--- src/rtl/testpattern_gen_pkg.sv ---
// -----------------------------------------------------------------------------
// testpattern_gen_pkg
// Shared definitions for the test pattern generator:
//   - mode_e        : pattern encodings MODE_BARS..MODE_BOX
//   - bar_flags()   : on/off flags of the 8 colour bars (scaled to full-scale
//                     channels by the user)
//   - tp_clog2()    : ceiling log2, usable in constant expressions
// -----------------------------------------------------------------------------
package testpattern_gen_pkg;

    typedef enum logic [1:0] {
        MODE_BARS     = 2'd0,
        MODE_CHECKER  = 2'd1,
        MODE_GRADIENT = 2'd2,
        MODE_BOX      = 2'd3
    } mode_e;

    // Bar colour as {r,g,b} on/off flags, left to right:
    // white, yellow, cyan, green, magenta, red, blue, black.
    function automatic logic [2:0] bar_flags(input logic [2:0] idx);
        logic [2:0] f;
        case (idx)
            3'd0:    f = 3'b111;
            3'd1:    f = 3'b110;
            3'd2:    f = 3'b011;
            3'd3:    f = 3'b010;
            3'd4:    f = 3'b101;
            3'd5:    f = 3'b100;
            3'd6:    f = 3'b001;
            default: f = 3'b000;
        endcase
        return f;
    endfunction

    // Smallest r with 2**r >= value (value >= 1).
    function automatic int tp_clog2(input int value);
        int r;
        r = 0;
        for (int i = 0; i < 31; i++) begin
            if ((1 << i) < value) r = i + 1;
        end
        return r;
    endfunction

endpackage

--- src/rtl/testpattern_gen_if.sv ---
// -----------------------------------------------------------------------------
// testpattern_gen_if
// Bundle between the VGA timing driver (master) and the pattern generator
// (slave).
//   ctr_h, ctr_v   driver counters              master -> slave
//   mode_next      one-cycle "next pattern" req master -> slave
//   r/g/b_out      registered pixel colour      slave  -> master
//   mode           active pattern               slave  -> master
//   frame_ctr      completed frame count        slave  -> master
//
// Handshake: there is no valid/ready pair. The counters are taken as valid on
// every clock and the generator always accepts them; it answers one clock
// later for the position the driver will then be showing. mode_next is
// honoured on any cycle it is high.
// -----------------------------------------------------------------------------
interface testpattern_gen_if #(
    parameter int CTR_H_W     = 11,
    parameter int CTR_V_W     = 10,
    parameter int COLOR_DEPTH = 8
);
    logic [CTR_H_W-1:0]     ctr_h;
    logic [CTR_V_W-1:0]     ctr_v;
    logic                   mode_next;
    logic [COLOR_DEPTH-1:0] r_out;
    logic [COLOR_DEPTH-1:0] g_out;
    logic [COLOR_DEPTH-1:0] b_out;
    logic [1:0]             mode;
    logic [15:0]            frame_ctr;

    modport master (
        output ctr_h, ctr_v, mode_next,
        input  r_out, g_out, b_out, mode, frame_ctr
    );

    modport slave (
        input  ctr_h, ctr_v, mode_next,
        output r_out, g_out, b_out, mode, frame_ctr
    );
endinterface

--- src/rtl/testpattern_gen_box.sv ---
// -----------------------------------------------------------------------------
// testpattern_gen_box
// Bouncing box position. On each i_fb strobe the box steps one pixel in x and
// one line in y. When it sits on an edge while moving towards it, the
// direction flips and the coordinate holds for that frame.
// Ports:
//   i_clk, i_rst_n  clock, asynchronous active-low reset
//   i_fb            frame-boundary strobe (one cycle per frame)
//   o_bx, o_by      top-left corner of the box in active coordinates
// -----------------------------------------------------------------------------
module testpattern_gen_box
    import testpattern_gen_pkg::*;
#(
    parameter int VGA_WIDTH  = 1024,
    parameter int VGA_HEIGHT = 768,
    parameter int BOX_SIZE   = 64
) (
    input  logic                                i_clk,
    input  logic                                i_rst_n,
    input  logic                                i_fb,
    output logic [tp_clog2(VGA_WIDTH)-1:0]      o_bx,
    output logic [tp_clog2(VGA_HEIGHT)-1:0]     o_by
);
    localparam int XW = tp_clog2(VGA_WIDTH);
    localparam int YW = tp_clog2(VGA_HEIGHT);
    localparam logic [XW-1:0] BX_MAX = XW'(VGA_WIDTH - BOX_SIZE);
    localparam logic [YW-1:0] BY_MAX = YW'(VGA_HEIGHT - BOX_SIZE);

    logic [XW-1:0] r_bx;
    logic [YW-1:0] r_by;
    logic          r_dx_neg;  // 1: moving left
    logic          r_dy_neg;  // 1: moving up

    always_ff @(posedge i_clk or negedge i_rst_n) begin
        if (!i_rst_n) begin
            r_bx     <= '0;
            r_by     <= '0;
            r_dx_neg <= 1'b0;
            r_dy_neg <= 1'b0;
        end else if (i_fb) begin
            if (!r_dx_neg) begin
                if (r_bx == BX_MAX) r_dx_neg <= 1'b1;
                else                r_bx     <= r_bx + XW'(1);
            end else begin
                if (r_bx == '0)     r_dx_neg <= 1'b0;
                else                r_bx     <= r_bx - XW'(1);
            end

            if (!r_dy_neg) begin
                if (r_by == BY_MAX) r_dy_neg <= 1'b1;
                else                r_by     <= r_by + YW'(1);
            end else begin
                if (r_by == '0)     r_dy_neg <= 1'b0;
                else                r_by     <= r_by - YW'(1);
            end
        end
    end

    assign o_bx = r_bx;
    assign o_by = r_by;
endmodule

--- src/rtl/testpattern_gen.sv ---
// -----------------------------------------------------------------------------
// testpattern_gen
// Pixel source for the VGA timing driver. Looks one position ahead of the
// driver counters, picks a colour from the active pattern and registers it,
// so the RGB on the outputs lines up with the driver's counters on the next
// clock. Pattern changes and box animation happen only at the frame
// boundary (last counter state of the frame).
// Ports:
//   clk, rst_n   pixel clock, asynchronous active-low reset
//   pix          testpattern_gen_if.slave: ctr_h/ctr_v/mode_next in,
//                r_out/g_out/b_out/mode/frame_ctr out
// Build option:
//   TESTPATTERN_AUTO_CYCLE_EN  when defined, a frame counter requests the next
//                              pattern every AUTO_FRAMES frames in addition to
//                              mode_next.
// -----------------------------------------------------------------------------
module testpattern_gen
    import testpattern_gen_pkg::*;
#(
`ifdef TESTPATTERN_AUTO_CYCLE_EN
    parameter int AUTO_FRAMES  = 120,
`endif
    parameter int COLOR_DEPTH  = 8,
    parameter int VGA_WIDTH    = 1024,
    parameter int VGA_HEIGHT   = 768,
    parameter int H_ADDR_START = 304,
    parameter int V_ADDR_START = 38,
    parameter int H_CNT        = 1328,
    parameter int V_CNT        = 806,
    parameter int BOX_SIZE     = 64
) (
    input  logic              clk,
    input  logic              rst_n,
    testpattern_gen_if.slave  pix
);
    localparam int HW         = tp_clog2(H_CNT);
    localparam int VW         = tp_clog2(V_CNT);
    localparam int XW         = tp_clog2(VGA_WIDTH);
    localparam int YW         = tp_clog2(VGA_HEIGHT);
    localparam int GRAD_SHIFT = XW - COLOR_DEPTH;
    localparam logic [COLOR_DEPTH-1:0] FULL      = '1;
    localparam logic [COLOR_DEPTH-1:0] DARK_BLUE = FULL >> 2;

    // ---------------------------------------------------------------
    // Lookahead position: where the driver will be on the next clock
    // ---------------------------------------------------------------
    logic          w_h_wrap;
    logic          w_v_wrap;
    logic          w_fb;
    logic [HW-1:0] w_h_la;
    logic [VW-1:0] w_v_la;

    assign w_h_wrap = (pix.ctr_h == HW'(H_CNT - 1));
    assign w_v_wrap = (pix.ctr_v == VW'(V_CNT - 1));
    assign w_fb     = w_h_wrap && w_v_wrap;

    always_comb begin
        w_h_la = pix.ctr_h + HW'(1);
        w_v_la = pix.ctr_v;
        if (w_h_wrap) begin
            w_h_la = '0;
            w_v_la = w_v_wrap ? '0 : pix.ctr_v + VW'(1);
        end
    end

    logic          w_active;
    logic [XW-1:0] w_x;
    logic [YW-1:0] w_y;

    assign w_active = (int'(w_h_la) >= H_ADDR_START) &&
                      (int'(w_h_la) <  H_ADDR_START + VGA_WIDTH) &&
                      (int'(w_v_la) >= V_ADDR_START) &&
                      (int'(w_v_la) <  V_ADDR_START + VGA_HEIGHT);
    // Only meaningful while w_active; truncation keeps the in-range part.
    assign w_x = XW'(w_h_la - HW'(H_ADDR_START));
    assign w_y = YW'(w_v_la - VW'(V_ADDR_START));

    // ---------------------------------------------------------------
    // Box position (animated every frame regardless of mode)
    // ---------------------------------------------------------------
    logic [XW-1:0] w_bx;
    logic [YW-1:0] w_by;

    testpattern_gen_box #(
        .VGA_WIDTH  (VGA_WIDTH),
        .VGA_HEIGHT (VGA_HEIGHT),
        .BOX_SIZE   (BOX_SIZE)
    ) u_box (
        .i_clk   (clk),
        .i_rst_n (rst_n),
        .i_fb    (w_fb),
        .o_bx    (w_bx),
        .o_by    (w_by)
    );

    // ---------------------------------------------------------------
    // Mode FSM: a request is remembered in r_pending and applied at fb.
    // A request arriving on the fb cycle itself counts for the next fb.
    // ---------------------------------------------------------------
    mode_e r_mode;
    mode_e w_mode_nxt;
    logic  r_pending;
    logic  w_pending_nxt;
    logic  w_auto_wrap;

`ifdef TESTPATTERN_AUTO_CYCLE_EN
    localparam int AW = (AUTO_FRAMES > 1) ? tp_clog2(AUTO_FRAMES) : 1;
    logic [AW-1:0] r_auto_cnt;

    assign w_auto_wrap = w_fb && (r_auto_cnt == AW'(AUTO_FRAMES - 1));

    always_ff @(posedge clk or negedge rst_n) begin
        if (!rst_n)    r_auto_cnt <= '0;
        else if (w_fb) r_auto_cnt <= w_auto_wrap ? '0 : r_auto_cnt + AW'(1);
    end
`else
    assign w_auto_wrap = 1'b0;
`endif

    always_ff @(posedge clk or negedge rst_n) begin
        if (!rst_n) begin
            r_mode    <= MODE_BARS;
            r_pending <= 1'b0;
        end else begin
            r_mode    <= w_mode_nxt;
            r_pending <= w_pending_nxt;
        end
    end

    always_comb begin
        w_mode_nxt    = r_mode;
        w_pending_nxt = r_pending | pix.mode_next;
        if (w_fb) begin
            if (r_pending) begin
                case (r_mode)
                    MODE_BARS:     w_mode_nxt = MODE_CHECKER;
                    MODE_CHECKER:  w_mode_nxt = MODE_GRADIENT;
                    MODE_GRADIENT: w_mode_nxt = MODE_BOX;
                    default:       w_mode_nxt = MODE_BARS;
                endcase
            end
            // Both request sources merge into one pending flag, so a
            // coincident pair still yields a single advance.
            w_pending_nxt = pix.mode_next | w_auto_wrap;
        end
    end

    // ---------------------------------------------------------------
    // Pattern mux
    // ---------------------------------------------------------------
    logic [2:0]             w_flags;
    logic                   w_chk;
    logic                   w_in_box;
    logic [COLOR_DEPTH-1:0] w_grad_r;
    logic [COLOR_DEPTH-1:0] w_grad_g;
    logic [COLOR_DEPTH-1:0] w_r;
    logic [COLOR_DEPTH-1:0] w_g;
    logic [COLOR_DEPTH-1:0] w_b;

    // The top three bits of x select one of the 8 equal-width bars.
    assign w_flags  = bar_flags(w_x[XW-1 -: 3]);
    assign w_chk    = w_x[5] ^ w_y[5];
    assign w_grad_r = COLOR_DEPTH'(w_x >> GRAD_SHIFT);
    assign w_grad_g = COLOR_DEPTH'(w_y >> GRAD_SHIFT);
    // Upper bounds in int: bx+box_size can reach vga_width, beyond XW bits.
    assign w_in_box = (w_x >= w_bx) && (int'(w_x) < int'(w_bx) + BOX_SIZE) &&
                      (w_y >= w_by) && (int'(w_y) < int'(w_by) + BOX_SIZE);

    always_comb begin
        w_r = '0;
        w_g = '0;
        w_b = '0;
        if (w_active) begin
            case (r_mode)
                MODE_BARS: begin
                    w_r = {COLOR_DEPTH{w_flags[2]}};
                    w_g = {COLOR_DEPTH{w_flags[1]}};
                    w_b = {COLOR_DEPTH{w_flags[0]}};
                end
                MODE_CHECKER: begin
                    w_r = {COLOR_DEPTH{w_chk}};
                    w_g = {COLOR_DEPTH{w_chk}};
                    w_b = {COLOR_DEPTH{w_chk}};
                end
                MODE_GRADIENT: begin
                    w_r = w_grad_r;
                    w_g = w_grad_g;
                    w_b = ~w_grad_r;
                end
                default: begin
                    if (w_in_box) begin
                        w_r = FULL;
                        w_g = FULL;
                        w_b = FULL;
                    end else begin
                        w_b = DARK_BLUE;
                    end
                end
            endcase
        end
    end

    // ---------------------------------------------------------------
    // Output registers and frame counter
    // ---------------------------------------------------------------
    logic [COLOR_DEPTH-1:0] r_r;
    logic [COLOR_DEPTH-1:0] r_g;
    logic [COLOR_DEPTH-1:0] r_b;
    logic [15:0]            r_frame_ctr;

    always_ff @(posedge clk or negedge rst_n) begin
        if (!rst_n) begin
            r_r         <= '0;
            r_g         <= '0;
            r_b         <= '0;
            r_frame_ctr <= '0;
        end else begin
            r_r <= w_r;
            r_g <= w_g;
            r_b <= w_b;
            if (w_fb) r_frame_ctr <= r_frame_ctr + 16'd1;
        end
    end

    assign pix.r_out     = r_r;
    assign pix.g_out     = r_g;
    assign pix.b_out     = r_b;
    assign pix.mode      = r_mode;
    assign pix.frame_ctr = r_frame_ctr;
endmodule

--- src/flat_wrapper.sv ---
// flat-port wrapper written by rule: the top's interface ports become plain ports
module testpattern_gen_flat import testpattern_gen_pkg::*;
#(

    parameter int COLOR_DEPTH  = 8,
    parameter int VGA_WIDTH    = 1024,
    parameter int VGA_HEIGHT   = 768,
    parameter int H_ADDR_START = 304,
    parameter int V_ADDR_START = 38,
    parameter int H_CNT        = 1328,
    parameter int V_CNT        = 806,
    parameter int BOX_SIZE     = 64
)
  (clk, rst_n, pix_ctr_h, pix_ctr_v, pix_mode_next, pix_r_out, pix_g_out, pix_b_out, pix_mode, pix_frame_ctr);
  testpattern_gen_if #(.CTR_H_W(11), .CTR_V_W(10), .COLOR_DEPTH(COLOR_DEPTH)) pix_i ();
  input  logic clk;
  input  logic rst_n;
  input wire logic [$bits(pix_i.ctr_h)-1:0] pix_ctr_h;
  input wire logic [$bits(pix_i.ctr_v)-1:0] pix_ctr_v;
  input wire logic [$bits(pix_i.mode_next)-1:0] pix_mode_next;
  output wire logic [$bits(pix_i.r_out)-1:0] pix_r_out;
  output wire logic [$bits(pix_i.g_out)-1:0] pix_g_out;
  output wire logic [$bits(pix_i.b_out)-1:0] pix_b_out;
  output wire logic [$bits(pix_i.mode)-1:0] pix_mode;
  output wire logic [$bits(pix_i.frame_ctr)-1:0] pix_frame_ctr;
  assign pix_i.ctr_h = pix_ctr_h;
  assign pix_i.ctr_v = pix_ctr_v;
  assign pix_i.mode_next = pix_mode_next;
  assign pix_r_out = pix_i.r_out;
  assign pix_g_out = pix_i.g_out;
  assign pix_b_out = pix_i.b_out;
  assign pix_mode = pix_i.mode;
  assign pix_frame_ctr = pix_i.frame_ctr;
  testpattern_gen #(.COLOR_DEPTH(COLOR_DEPTH), .VGA_WIDTH(VGA_WIDTH), .VGA_HEIGHT(VGA_HEIGHT), .H_ADDR_START(H_ADDR_START), .V_ADDR_START(V_ADDR_START), .H_CNT(H_CNT), .V_CNT(V_CNT), .BOX_SIZE(BOX_SIZE)) u_core (.clk(clk), .rst_n(rst_n), .pix(pix_i));
endmodule
--- config.mk ---
export PLATFORM = sky130hd
export DESIGN_NAME = testpattern_gen_flat
export DESIGN_NICKNAME = d
export VERILOG_FILES = /design/src/rtl/testpattern_gen_pkg.sv /design/src/rtl/testpattern_gen_if.sv /design/src/rtl/testpattern_gen_box.sv /design/src/rtl/testpattern_gen.sv /design/src/flat_wrapper.sv
export SDC_FILE = /design/constraint.sdc
export NUM_CORES = 1
export LEC_CHECK = 0
export BUFFER_PORTS_ARGS = -buffer_cell sky130_fd_sc_hd__buf_2
export CAP_MARGIN = 10
export CELL_PAD_IN_SITES_DETAIL_PLACEMENT = 1
export CELL_PAD_IN_SITES_GLOBAL_PLACEMENT = 1
export CORE_UTILIZATION = 45
export DETAILED_ROUTE_END_ITERATION = 12
export PLACE_DENSITY = 0.78
export SYNTH_ARGS = -nofsm -noshare
export SYNTH_HDL_FRONTEND = slang
export SYNTH_SLANG_ARGS = --single-unit
export TNS_END_PERCENT = 50
--- constraint.sdc ---
create_clock -name clk -period 3.7 [get_ports clk]
set_clock_uncertainty 0.1 [all_clocks]
set_input_delay 0.37 -clock clk [delete_from_list [all_inputs] [get_ports clk]]
set_output_delay 0.37 -clock clk [all_outputs]
set_load 0.05 [all_outputs]
== Word-level counts from Yosys, hierarchy flattened ==
Index checks and enable logic that the tools add are counted.
Word-level totals
  bits in registers: 65
  output and inout port bits: 42
  word-level logic and storage cells: 88
Operators by class
  add/subtract/negate cells: 11
  order comparisons: 8
  eq/ne operators: 16
  muxes and demuxes: 26
  bitwise operators: 3
  reductions and logical operators: 14
Operator list (count)
  $mux W10: 8
  $pmux W8 S3: 3
  $lt A11 B32 Y1: 2
  $mux W8: 5
  $add A10 B1 Y10 const B: 3
  $eq A10 B10 Y1 const B: 3
  $add A10 B7 Y11 const B: 2
  $pmux W3 S7: 1
  $ge A10 B10 Y1: 2
  $logic_not A10 Y1: 2
  $sub A10 B1 Y10 const B: 2
  $add A16 B1 Y16 const B: 1
  $add A11 B1 Y11 const B: 1
  $eq A11 B11 Y1 const B: 1
  $ge A11 B9 Y1 const B: 1
  $lt A11 B11 Y1 const B: 1
  $mux W11: 1
  $ge A10 B6 Y1 const B: 1
  $lt A10 B10 Y1 const B: 1
  $sub A10 B6 Y10 const B: 1
  $sub A10 B9 Y10 const B: 1
  $eq A3 B3 Y1 const B: 3
  $ne A2 B2 Y1 const B: 4
  $not A8 Y8: 1
  other kinds (13): 27

== Logic depth before layout (Yosys ltp) ==
  word-level depth: 10
  gate-level depth with buffers: 25
  depth with buffers taken out: 20

== By module ==
Synthesis repeated with hierarchy kept, for this count alone.
Unflattened totals
  cells, all modules: 620
  area total of the unflattened synthesis: 5465.2 µm²
By module, submodules not included
  testpattern_gen: times used 1, cells each 434, area an instance 3697.3 µm²
  testpattern_gen_box: times used 1, cells each 186, area an instance 1767.9 µm²

== Worst setup path after synthesis ==
OpenSTA, ideal clock, no wires.
  kind: input to register
  start point: input port pix_ctr_h[0]
  end point: register u_core.r_g[0], in the netlist u_core.pix.g_out[0]
  arrival time: 4601 ps
  setup slack: -1081 ps
  stages on the path: 24
  path buffers: 6
  cells stage by stage: ha_1 and4_1 clkbuf_1 nand3_1 or2_2 clkbuf_1 clkbuf_1 and2_1 ha_1 inv_1 and4b_1 buf_2 xor2_1 ha_1 a21oi_1 o21bai_1 a21o_1 a21oi_1 o211ai_1 a41o_1 o31a_1 buf_2 buf_2 nor3_2
Between the ends
  cells in the longest elaborated chain, start to end: 10
RTL lines
  from (decl): line flat_wrapper.sv:18  | input wire logic [$bits(pix_i.ctr_h)-1:0] pix_ctr_h;
  $add A11 B1 Y11 / $eq A11 B11 Y1 (equally long branches): line testpattern_gen.sv:58, testpattern_gen.sv:53
  $mux W11: line testpattern_gen.sv:60  | if (w_h_wrap) begin
  $sub A10 B9 Y10: line testpattern_gen.sv:75  | assign w_x = XW'(w_h_la - HW'(H_ADDR_START));
  $lt A11 B32 Y1 / $ge A10 B10 Y1 (equally long branches): line testpattern_gen.sv:166  | assign w_in_box = (w_x >= w_bx) && (int'(w_x) < int'(w_bx) + BOX_SIZE) &&
  $logic_and A1 B1 Y1 (2 in series): line testpattern_gen.sv:166
  $logic_and A1 B1 Y1: line testpattern_gen.sv:167  | (w_y >= w_by) && (int'(w_y) < int'(w_by) + BOX_SIZE);
  $mux W8: line testpattern_gen.sv:191  | if (w_in_box) begin
  $pmux W8 S3: line testpattern_gen.sv:174  | case (r_mode)
  $mux W8 (*): line testpattern_gen.sv:173  | if (w_active) begin
  net u_core.w_g[0]: line testpattern_gen.sv:157  | logic [COLOR_DEPTH-1:0] w_g;
  to (signal assigned): line testpattern_gen.sv:219  | r_g <= w_g;
  to (decl): line testpattern_gen.sv:207  | logic [COLOR_DEPTH-1:0] r_g;
Mark *: on every way through the listed nets, which the timed path passes. The rest lies on a longest branch.
A chain may end at the register's enable or synchronous reset.

== Final worst setup path ==
  start point: input port pix_ctr_h[7]
  end point: register u_core.r_r[3], in the netlist u_core.pix.r_out[3]
Between the ends
  cells in the longest elaborated chain, start to end: 10
RTL lines
  $add A11 B1 Y11 / $eq A11 B11 Y1 (equally long branches): line testpattern_gen.sv:58, testpattern_gen.sv:53
  $mux W11: line testpattern_gen.sv:60
  $sub A10 B9 Y10: line testpattern_gen.sv:75
  $lt A11 B32 Y1 / $ge A10 B10 Y1 (equally long branches): line testpattern_gen.sv:166
  $logic_and A1 B1 Y1 (2 in series): line testpattern_gen.sv:166
  $logic_and A1 B1 Y1: line testpattern_gen.sv:167
  $mux W8: line testpattern_gen.sv:191
  $pmux W8 S3: line testpattern_gen.sv:174
  $mux W8 (*): line testpattern_gen.sv:173
  net u_core.w_r[3]: line testpattern_gen.sv:156  | logic [COLOR_DEPTH-1:0] w_r;
  to (signal assigned): line testpattern_gen.sv:218  | r_r <= w_r;
  to (decl): line testpattern_gen.sv:206  | logic [COLOR_DEPTH-1:0] r_r;
Marks and branches as above.

==> run metrics <==
initial antenna violation count 0; crit path kind input pin to flop; layout cell share with drive strength beyond 1 between 30% and 40%; layout net count between 800 and 900; Synth Area in Adders 13.9%; DR WL met3 ~830 um; sequential power share between 30% and 40%; synthesized area 0.00556 mm^2; Placer Congestion approximately 0.96; area of the multi-input gates 0.00385 mm^2; #FFs+latches synth 65; post-layout minimum cycle time 4140 ps; DP Area between 0.006 and 0.007 mm^2; Die Wd approximately 110 um; Slew Limit Headroom 35.0%; Max Freq ~240 MHz; Synth Area in Compound Gates 18.7%; H-tree Lvls 3; R2R depth 9; hold_ws ~76 ps; Post-Synth Simple-Gate Area between 20 and 25%; Net Switching roughly 0.00077 W; Critical Path Start Type input pin; Hold-fix buffers, CTS 0; setup TNS -7550 ps; fillers 1440; r2r startpoint u_core.u_box.r_dx_neg$_DFFE_PN0P_; gr usage total a little under a third; clk sinks 65; sequential share of the synthesized area 29.3%; DR top layer met4; Min-Delay Path Class input pin to async pin; P&R area growth vs syn 33.0%; DRT iter0 DRCs approximately 340; PwrDens 308 mW/mm^2; Clock Tree Buf Depth 2; Max VDD drop 0.217 mV; largest family of logic cells by synthesized area simple AND/OR/NAND/NOR gates; area leader, netlist dfrtp_1; Worst EP arrival roughly 4300 ps; Placed Cells approximately 920; Core Region 0.0120 mm^2; Comb pwr share roughly 28%; crit end category flop; wire length per cell ~22 um; final std cells w/o fill between 900 and 1000; met2 WL 10300 um; post-synth cell types between 70 and 80; first-pass GRT wire length around 31000 um; Net Sw Frac 33.7%; Synth Flop Type dfrtp_1; Num CTS Buffers 9; via count between 5000 and 6000; Reg clk slew, reported paths around 60 ps; GRT Residual Overflow 0; Clock power frac 39.2%; final hold vios 0; fraction of synthesized area in multiplexers about 1.2%; Site Rows 40; R2R setup slack 650 ps; Starting Density a little under half; vias per inst roughly 6.0; hpwl dp roughly 14000 um; unrepaired setup endpoints after global routing yes; n_diodes 0; xor/xnor cell area share of the yosys netlist under 10%; post-route cell area ~0.0074 mm^2; syn nets roughly 700; worst r2r dst u_core.u_box.o_bx[9]$_DFFE_PN0P_; TritonRoute pass-1 iters 5; M1 WL roughly 8500 um; Cell Int Power 0.00151 W; die footprint about 0.013 mm^2; fin worst setup slack -442 ps; final period utilization 112%; Die H approximately 110 um; Worst-Skew Late Latency around 350 ps; failing checks setup timing; final setup fails 18; DRC viols 0; Cells after Synth 634; max-slew violation count 0; input/output buffers between 60 and 70; slew of the pin with the lowest slew margin approximately 980 ps; async set or reset register ratio after synthesis 100%; Yosys Warn Count 0; outcome finished with violations; Mean Syn Cell Area ~8.8 um^2; antenna-violating nets left 0; clk root buf clkbuf_16; Reg area about 0.0016 mm^2; Worst Path Required ~3900 ps; TritonCTS clock tree yes; EDFF count, synth 0; most area-consuming cells after synthesis dfrtp_1, ha_1, xnor2_1; Leak 3.49 nW; IO Pins 66; WL final ~21000 um; post-synth top area share between 20 and 30%; number of max-cap violations 0; largest net degree at the start of global routing 39; Crit Path Max Fanout 8; Final Core Density about three fifths; number of global-route vias before repair 6052
==> cells in the final DEF, fill, tap and decap left out, types with 5 or more instances in the layout <==
master       n
o21ai_0     40
nand3_1     22
nand4_1     15
and3_1       8
nor2b_1      7
nor3_4      12
buf_4      107
a21oi_1     45
inv_1       51
nor3b_1      5
clkbuf_16    9
a21o_1      10
buf_2       63
nor2_1      32
nand2_1     55
nor3_1       9
xor2_1      15
a211oi_1     8
nand2b_1     6
ha_1        52
xnor2_1     32
and2_1       5
dfrtp_1     65
==> through the flow <==
step | power [W] | setup WS, ps
finish | 0.00228 | -442
detailed placement | 0.00133 | -791
global placement | 0.00130 | -534
global route | 0.00234 | -504
CTS | 0.00225 | -309
floorplan | 0.00110 | -424
==> registers in the layout (all words and copies together) (netlist names) <==
name and count:
u_core.pix.mode 2, u_core.u_box.r_dy_neg 1, u_core.u_box.r_dx_neg 1, u_core.pix.b_out 8, u_core.u_box.o_bx 10, u_core.pix.frame_ctr 16, u_core.pix.g_out 8, u_core.pix.r_out 8
u_core.r_pending 1, u_core.u_box.o_by 10
==> critical path, stage by stage <==
cell and delay (ps):
buf_2 110, buf_4 140, nor4b_4 330, nand4_1 190
xnor2_2 280, and2_4 210, ha_4 130, inv_2 40
and4b_2 280, o211a_1 270, a21oi_2 180, ha_1 290
nand4_1 150, nor3_4 60, a31oi_1 200, o211ai_1 130
a41o_1 230, o31a_1 370, buf_12 210, nor3_4 120
==> synth_stat cells (6+ instances only) <==
master,n
a211oi_1,8
nor3_1,10
and2_1,6
dfrtp_1,65
nor2_1,34
buf_2,9
a21oi_1,48
a21o_1,10
and3_1,8
o21ai_0,42
nand3_1,23
nor2b_1,7
nor3_2,14
xnor2_1,34
xor2_1,17
nand2b_1,6
nand2_1,56
clkbuf_1,11
ha_1,56
inv_1,53
nand4_1,15
==> power groups by stage <==
stage               clock network [W]  logic (W)  registers [W]
finish                       0.000893   0.000634       0.000751
global route                 0.000921   0.000667       0.000752
CTS                          0.000898   0.000600       0.000750
detailed placement                  0   0.000564       0.000763
global placement                    0   0.000536       0.000763
floorplan                           0   0.000239       0.000861
==> layer usage <==
layer,GRT usage (%),vias to the layer above
met2,54.2,200
met3,5.46,77
met1,38.0,2839
met4,17.3,0
li1,-,2599
met5,0,-
==> kinds of logic after synthesis <==
family          count (synthesis)
simple gates                  216
compound gates                157
buf+inv                        77
flops                          65
fa+ha+maj                      61
xor+xnor                       52
mux                             6
==> layout make-up <==
cell class | count | area share [%]
Timing Repair Buffer | 176 | 16.5
Clock buffer | 9 | 3.05
Multi-Input combinational cell | 492 | 52.1
Inverter | 53 | 2.79
Tap cell | 147 | 2.49
Sequential cell | 65 | 22.0
Clock inverter | 7 | 1.05
==> timing repair <==
action	in CTS	in global routing
setup buffers	6	4
endpoints found under the setup margin	18	18
gates resized for setup	23	7
gates cloned	0	0
pin swaps	21	9
==> worst max path at each step <==
stage | from | endpoint | slack [ps] | cells after the start
final | pix_ctr_h[7] | u_core.pix.r_out[3]$_DFF_PN0_ | -440 | 20
after global routing | pix_ctr_h[7] | u_core.pix.g_out[0]$_DFF_PN0_ | -500 | 20
after CTS | pix_ctr_h[9] | u_core.pix.r_out[3]$_DFF_PN0_ | -310 | 17
after detailed placement | pix_ctr_v[1] | u_core.pix.r_out[3]$_DFF_PN0_ | -790 | 22
after global placement | pix_ctr_v[1] | u_core.pix.r_out[2]$_DFF_PN0_ | -530 | 20
after floorplan | pix_ctr_v[4] | u_core.pix.r_out[4]$_DFF_PN0_ | -420 | 23
Power figures use the tool's default switching activity.
